### src/rtl/dcache_pkg.sv
// Shared types and constants for the data cache controller.
package dcache_pkg;

    typedef enum logic [1:0] {
        IDLE,
        READ_WAIT,
        FILL,
        WRITE_WAIT
    } dcache_state_t;

    // Low address bits that select a byte within a word.
    localparam logic [1:0] WORD_OFFSET_MASK = 2'b11;

    localparam int unsigned STAT_W = 32;

endpackage

### src/rtl/data_cache_controller.sv
// Load/store sequencer between the CPU, a two-way data cache and main memory.
// Define DCACHE_CTRL_STATS_EN to add saturating read hit/miss counters.
module data_cache_controller
    import dcache_pkg::*;
#(
    parameter int unsigned ADDR_WIDTH = 32,
    parameter int unsigned DATA_WIDTH = 32
) (
    input  logic                  clk,
    input  logic                  rst,
    input  logic                  req_i,
    input  logic                  we_i,
    input  logic [ADDR_WIDTH-1:0] addr_i,
    input  logic [DATA_WIDTH-1:0] wdata_i,
    output logic [DATA_WIDTH-1:0] rdata_o,
    output logic                  stall_o,
    output logic [ADDR_WIDTH-1:0] cache_addr_o,
    input  logic                  cache_hit_i,
    input  logic [DATA_WIDTH-1:0] cache_rdata_i,
    output logic                  cache_fill_o,
    output logic [DATA_WIDTH-1:0] cache_wdata_o,
`ifdef DCACHE_CTRL_STATS_EN
    output logic [STAT_W-1:0]     stat_hits_o,
    output logic [STAT_W-1:0]     stat_misses_o,
`endif
    output logic                  mem_req_o,
    output logic                  mem_we_o,
    output logic [ADDR_WIDTH-1:0] mem_addr_o,
    output logic [DATA_WIDTH-1:0] mem_wdata_o,
    input  logic                  mem_ready_i,
    input  logic [DATA_WIDTH-1:0] mem_rdata_i
);

    localparam logic [ADDR_WIDTH-1:0] ALIGN_MASK = ~ADDR_WIDTH'(WORD_OFFSET_MASK);

    dcache_state_t         state_q, state_d;
    logic [ADDR_WIDTH-1:0] addr_q,  addr_d;
    logic [DATA_WIDTH-1:0] wdata_q, wdata_d;
    logic [DATA_WIDTH-1:0] fill_q,  fill_d;
    logic                  hit_q,   hit_d;

    always_ff @(posedge clk) begin
        if (rst) begin
            state_q <= IDLE;
            addr_q  <= '0;
            wdata_q <= '0;
            fill_q  <= '0;
            hit_q   <= 1'b0;
        end else begin
            state_q <= state_d;
            addr_q  <= addr_d;
            wdata_q <= wdata_d;
            fill_q  <= fill_d;
            hit_q   <= hit_d;
        end
    end

    // Memory-side address and store data always come from the request latches.
    assign mem_addr_o  = addr_q;
    assign mem_wdata_o = wdata_q;

    always_comb begin
        state_d       = state_q;
        addr_d        = addr_q;
        wdata_d       = wdata_q;
        fill_d        = fill_q;
        hit_d         = hit_q;
        rdata_o       = '0;
        stall_o       = 1'b0;
        cache_addr_o  = addr_q;
        cache_fill_o  = 1'b0;
        cache_wdata_o = '0;
        mem_req_o     = 1'b0;
        mem_we_o      = 1'b0;

        case (state_q)
            IDLE: begin
                cache_addr_o = addr_i;
                if (req_i) begin
                    if (we_i) begin
                        stall_o = 1'b1;
                        addr_d  = addr_i & ALIGN_MASK;
                        wdata_d = wdata_i;
                        hit_d   = cache_hit_i;
                        state_d = WRITE_WAIT;
                    end else if (cache_hit_i) begin
                        rdata_o = cache_rdata_i;
                    end else begin
                        stall_o = 1'b1;
                        addr_d  = addr_i & ALIGN_MASK;
                        state_d = READ_WAIT;
                    end
                end
            end
            READ_WAIT: begin
                mem_req_o = 1'b1;
                stall_o   = 1'b1;
                if (mem_ready_i) begin
                    fill_d  = mem_rdata_i;
                    state_d = FILL;
                end
            end
            FILL: begin
                cache_fill_o  = 1'b1;
                cache_wdata_o = fill_q;
                rdata_o       = fill_q;
                state_d       = IDLE;
            end
            WRITE_WAIT: begin
                mem_req_o = 1'b1;
                mem_we_o  = 1'b1;
                stall_o   = ~mem_ready_i;
                // Write-update only when the line was present at acceptance.
                if (mem_ready_i) begin
                    cache_fill_o  = hit_q;
                    cache_wdata_o = hit_q ? wdata_q : '0;
                    state_d       = IDLE;
                end
            end
            default: state_d = IDLE;
        endcase
    end

`ifdef DCACHE_CTRL_STATS_EN
    logic [STAT_W-1:0] hits_q,   hits_d;
    logic [STAT_W-1:0] misses_q, misses_d;
    logic              rd_req_c;

    assign rd_req_c = (state_q == IDLE) && req_i && !we_i;

    // Saturating counters of accepted read hits and misses.
    always_comb begin
        hits_d   = hits_q;
        misses_d = misses_q;
        if (rd_req_c) begin
            if (cache_hit_i) begin
                if (hits_q != '1) hits_d = hits_q + STAT_W'(1);
            end else if (misses_q != '1) begin
                misses_d = misses_q + STAT_W'(1);
            end
        end
    end

    always_ff @(posedge clk) begin
        if (rst) begin
            hits_q   <= '0;
            misses_q <= '0;
        end else begin
            hits_q   <= hits_d;
            misses_q <= misses_d;
        end
    end

    assign stat_hits_o   = hits_q;
    assign stat_misses_o = misses_q;
`endif

endmodule

### config.mk
export PLATFORM = sky130hd
export DESIGN_NAME = data_cache_controller
export DESIGN_NICKNAME = d
export VERILOG_FILES = /design/src/rtl/dcache_pkg.sv /design/src/rtl/data_cache_controller.sv
export SDC_FILE = /design/constraint.sdc
export NUM_CORES = 1
export LEC_CHECK = 0
export ABC_CLOCK_PERIOD_IN_PS = 1900
export CORE_ASPECT_RATIO = 1.75
export CORE_MARGIN = 4
export CORE_UTILIZATION = 35
export CTS_BUF_LIST = sky130_fd_sc_hd__clkbuf_2
export CTS_CLUSTER_SIZE = 25
export DETAILED_ROUTE_END_ITERATION = 10
export MAX_ROUTING_LAYER = met4
export PLACE_DENSITY_LB_ADDON = 0.05
export SLEW_MARGIN = 20
export SYNTH_ARGS = -nofsm -noshare
export SYNTH_HDL_FRONTEND = slang
export SYNTH_SLANG_ARGS = --single-unit
### constraint.sdc
create_clock -name clk -period 1.9 [get_ports clk]
set_clock_uncertainty 0.1 [all_clocks]
set_input_delay 0.57 -clock clk [delete_from_list [all_inputs] [get_ports clk]]
set_output_delay 0.57 -clock clk [all_outputs]
set_load 0.03 [all_outputs]
==> results of run 1 <==
-- repair_timing --
action                                  4_1_cts  5_1_grt
buffers inserted                              5       12
gates resized for setup                     151      363
endpoints found under the setup margin      192      183
pin swaps                                     2        3
gates cloned                                  3        6
-- power breakdown --
group          internal, mW  switching [mW]
Combinational          1.17            1.07
Clock                 0.430           0.715
Sequential             2.16           0.121
-- final timing paths --
path,start,end,slack (ns),depth (start not counted)
min,cache_hit_i,hit_q,0.34,3
max,state_q[1],cache_addr_o[8],-0.77,4
min reg2reg,hit_q,hit_q,0.38,2
max reg2reg,state_q[1],mem_addr_o[4],0.11,5
-- Yosys cell counts --
cell       instances
a21oi_2           10
nand2b_4           1
a21oi_1           57
and4bb_2           1
nand4bb_1          1
nor2_4             1
nand2_2           10
buf_6              9
nor2b_1            1
clkbuf_1          15
and2_1             3
nand3b_1           2
nand3_1            1
nor4b_4            1
conb_1             1
buf_4              7
a221oi_1           1
nand2_1          121
buf_2             22
mux2i_1           30
mux2_2            30
and3b_1            1
or2_2              1
dfxtp_1           97
and3_1             1
nand2b_1          61
buf_1              2
a22o_1            64
and4_1             1
a21o_1             1
-- cell families after synthesis --
family                 Yosys count  share of synthesized area (%)
buffers and inverters           55                           6.68
other                            1                         0.0764
and+or+nand+nor                208                           21.3
AOI/OAI and AO/OA              133                           19.4
muxes                           60                           13.0
DFF                             97                           39.6
-- per-layer routing --
metal / up-vias / track usage [%] / share of wire (%)
met5: - / - / 0
met4: 0 / 11.8 / 4.4
met3: 51 / 4.27 / 5.4
met2: 239 / 41.9 / 53
met1: 2536 / 25.5 / 37
li1: 2585 / - / -
-- flip-flops by register name, indices dropped and copies added, names as in the netlist --
| signal | flops |
|---|---|
| state_q | 2 |
| fill_q | 32 |
| mem_addr_o | 30 |
| hit_q | 1 |
| mem_wdata_o | 32 |
-- per-stage QoR --
step | std cells | worst slack [ns] | setup TNS [ns] | utilization (%) | total power [mW]
2_1_floorplan | 555 | -0.200 | -6.83 | - | 3.35
3_3_place_gp | 1040 | -0.817 | -71.96 | 63.5 | 4.21
3_5_place_dp | 1040 | -0.869 | -79.07 | 63.5 | 4.25
4_1_cts | 1063 | -0.786 | -96.63 | 66.6 | 5.46
5_1_grt | 1080 | -0.883 | -80.82 | 70.0 | 5.93
6_report | 1080 | -0.765 | -69.60 | 70.0 | 5.67
-- worst max-delay path, stage by stage (launching register included) --
cell and delay [ns]:
dfxtp_4 0.44, nor2_4 0.25, clkbuf_16 0.24, mux2_2 0.35, buf_6 0.14
-- area by class of cell --
type	instances	area (µm²)
Multi-Input combinational cell	403	3300
Clock buffer	10	50.0
Tap cell	177	221
Fill cell	1069	4150
Sequential cell	97	2040
Timing Repair Buffer	385	3990
Antenna cell	2	5.00
Clock inverter	6	82.6
==> impl_metrics.tcl, run 1 <==
set metrics [dict create \
    avgSynthCellArea_um2 8.86 \
    grt_pass1_wl_mm 29.5 \
    netlist_area_mm2 0.00491 \
    yosysTopAreaCellShare_pct 39.6 \
    crit_type "reg2out" \
    wl_per_cell_um 18.8 \
    rows 57 \
    finalWeightedCongestion 0.835 \
    end_kind "output pin" \
    fin_crit_sh_pct 140 \
    die-area_mm2 0.0161 \
    ios 298 \
    hp-class "in2reg" \
    area_growth_pct 97.3 \
    cts-root-buf "clkbuf_2" \
    drt_wl_total_mm 20.3 \
    period_minus_slack_ns 2.67 \
    synth_seq_area_share_pct 39.6 \
    cts_buffer_depth 2 \
    insertion_delay_ns 0.58 \
    rsz0062_at_grt "yes" \
    yosysUniqueCellTypes 30 \
    die_w_um 97.5 \
    drtIter0Drc 166 \
    vias_per_cell 5.01 \
    numCtsBuffers 9 \
    drtPass1Iterations 4 \
    cts_sinks 97 \
    start_util_pct 35.5 \
    clkSlewWorstSetupHoldPaths_ns 0.27 \
    slew_violations 0 \
    die_height_um 165 \
    final-hold-violation-count 0 \
    final_cell_mix "130 x clkdlybuf4s50_1, 121 x nand2_1, 114 x buf_4" \
    maxCapViolCount 0 \
    status "finished, violations left" \
    vias 5411 \
    finalInstanceArea_mm2 0.00968 \
    synth_cells 554 \
    crit_fanout 9 \
    grt_max_degree 38 \
    crit_required_ns 1.23 \
    synth_warnings 0 \
    power_leakage_nw 4.33 \
    core_mm2 0.0138 \
    hold_slack_ns 0.336 \
    fmax_mhz 375 \
    synth_area_leaders "dfxtp_1 40%, a22o_1 11%, nand2_1 9.3%, nand2b_1 7.8%, mux2_2 6.9%" \
    drive_gt1_share_pct 50.3 \
    worst_setup_path_start_kind "flop" \
    violations "negative setup slack" \
    finalSetupViolations 100 \
    arrival_ns 2.00 \
    ant_nets 0 \
    ir_worst_vdd_mv 0.319 \
    synth_top_area_cell "dfxtp_1" \
    synth_seq_cells 97 \
    grt_pass1_vias 5540 \
    drc 0 \
    fin_nets 1030 \
    grt-ovfl-total 0 \
    hpwlAfterDp_mm 14.2 \
    cts.htree.levels 3 \
    dpl_cell_area_mm2 0.00879 \
    final_common_cell "clkdlybuf4s50_1" \
    cts_tree "done" \
    track_usage_pct 23.7 \
    power_density_mw_per_mm2 586 \
    portBuffers 295 \
    antenna_found_initial 2 \
    fin_ws_ns -0.765 \
    postCtsHoldBufs 0 \
]
No activity file was read; power rests on OpenSTA's default activity.
==> run 2: changes to the inputs <==
- CORE_MARGIN: 4 -> unset
==> run 2 against run 1 <==
Against the previous run:
- the flow still finishes with violations (negative setup slack)
- wire length fell by 10%
- via count decreased by 3.0%
- die area is 9.6% lower
- sequential power is essentially flat
- clock power decreased by 14%
- critical path type unchanged
==> impl_metrics.tcl, run 2 (synthesis gave the netlist of run 1 again) <==
set metrics [dict create \
    cts_sinks 97 \
    drtIter0Drc 175 \
    grt_pass1_wl_mm 27.3 \
    cts-root-buf "clkbuf_2" \
    fin_ws_ns -0.638 \
    core_mm2 0.0135 \
    status "finished, violations left" \
    rows 56 \
    numCtsBuffers 9 \
    slew_violations 0 \
    wl_per_cell_um 17.3 \
    max_slew.worst_pin.slew_ns 0.520 \
    antenna_found_initial 1 \
    crit_fanout 8 \
    fin_nets 1010 \
    die_w_um 91.5 \
    finalSetupViolations 100 \
    drt_wl_total_mm 18.3 \
    track_usage_pct 24.8 \
    drc 0 \
    grt_pass1_vias 5296 \
    ios 298 \
    layoutNonFillerInstCount 1056 \
    hp-class "in2reg" \
    slew_headroom_pct 65.4 \
    grt_max_degree 68 \
    power_mw 5.24 \
    cts_buffer_depth 2 \
    die_height_um 159 \
    ant_nets 0 \
    cts.htree.levels 3 \
    finalWeightedCongestion 0.870 \
    die-area_mm2 0.0145 \
    dp.cells 1027 \
    portBuffers 295 \
    fmax_mhz 394 \
    start_util_pct 36.3 \
    insertion_delay_ns 0.54 \
    power_density_mw_per_mm2 571 \
    final_common_cell "clkdlybuf4s50_1" \
    hpwlAfterDp_mm 13.1 \
    clkSlewWorstSetupHoldPaths_ns 0.22 \
    violations "negative setup slack" \
    area_growth_pct 86.9 \
    postCtsHoldBufs 0 \
    worst_setup_path_start_kind "flop" \
    ir_worst_vdd_mv 0.373 \
    maxCapViolCount 0 \
    end_kind "output pin" \
    rsz0062_at_grt "yes" \
    grt-ovfl-total 0 \
    cts_tree "done" \
    vias 5250 \
    drtPass1Iterations 4 \
    final-hold-violation-count 0 \
    vias_per_cell 4.97 \
    drive_gt1_share_pct 48.4 \
    arrival_ns 1.87 \
    crit_required_ns 1.23 \
    final_cell_mix "129 x clkdlybuf4s50_1, 121 x nand2_1, 94 x buf_4" \
    crit_type "reg2out" \
    period_minus_slack_ns 2.54 \
    fin_crit_sh_pct 134 \
    power_leakage_nw 4.06 \
]
==> run 2: cell type report <==
class | instances | area, µm²
multi-input cells | 403 | 3210
clock inverters | 6 | 58.8
diodes | 1 | 2.50
clock buffers | 10 | 50.0
fillers | 1101 | 4350
repair buffers | 365 | 3600
flip-flops and latches | 97 | 2030
well taps | 174 | 218
==> run 2: stage by stage <==
step	setup slack, ns	TNS, ns	util (%)	hold slack (ns)	cell area (µm²)
global route	-0.715	-67.34	67.8	0.301	9170
detailed placement	-0.832	-74.47	64.4	0.367	8710
floorplan	-0.200	-6.83	-	0.332	5510
CTS	-0.748	-67.23	65.3	0.286	8830
finish	-0.638	-60.09	67.8	0.329	9170
global placement	-0.814	-70.88	64.4	0.343	8710
==> run 2: power by group <==
part	total [mW]	leakage, nW	internal [mW]	switching (mW)
Sequential	2.27	0.816	2.16	0.115
Combinational	1.97	3.18	0.979	0.993
Clock	0.989	0.0670	0.301	0.688
==> run 2: path summary, 6_finish.rpt <==
kind,start,endpoint,slack (ns),cells past startpoint
worst min register to register,mem_wdata_o[31],mem_wdata_o[31],0.38,2
worst max-delay path,state_q[0],rdata_o[2],-0.64,5
worst max register to register,state_q[1],mem_addr_o[14],0.16,5
worst min-delay path,cache_hit_i,hit_q,0.33,3
==> run 2: layer usage <==
| metal | vias to the layer above | track usage [%] | part of all wire [%] |
|---|---|---|---|
| met5 | - | - | 0 |
| met4 | 0 | 14.6 | 5.0 |
| met3 | 54 | 3.96 | 5.3 |
| met2 | 213 | 45.2 | 53 |
| met1 | 2428 | 24.9 | 37 |
| li1 | 2555 | - | - |
==> run 2: worst max-delay path, cell delays in order (launching register included) <==
cell	delay (ns)
dfxtp_4	0.43
nor4b_4	0.28
buf_6	0.20
buf_12	0.17
a22o_4	0.13
buf_6	0.12
==> run 2: what timing repair did <==
action                     4_1_cts  5_1_grt
pin swaps                        2       14
setup endpoints to repair      181      140
buffers inserted                 4        6
gates cloned                     3        3
gates resized for setup        413       87
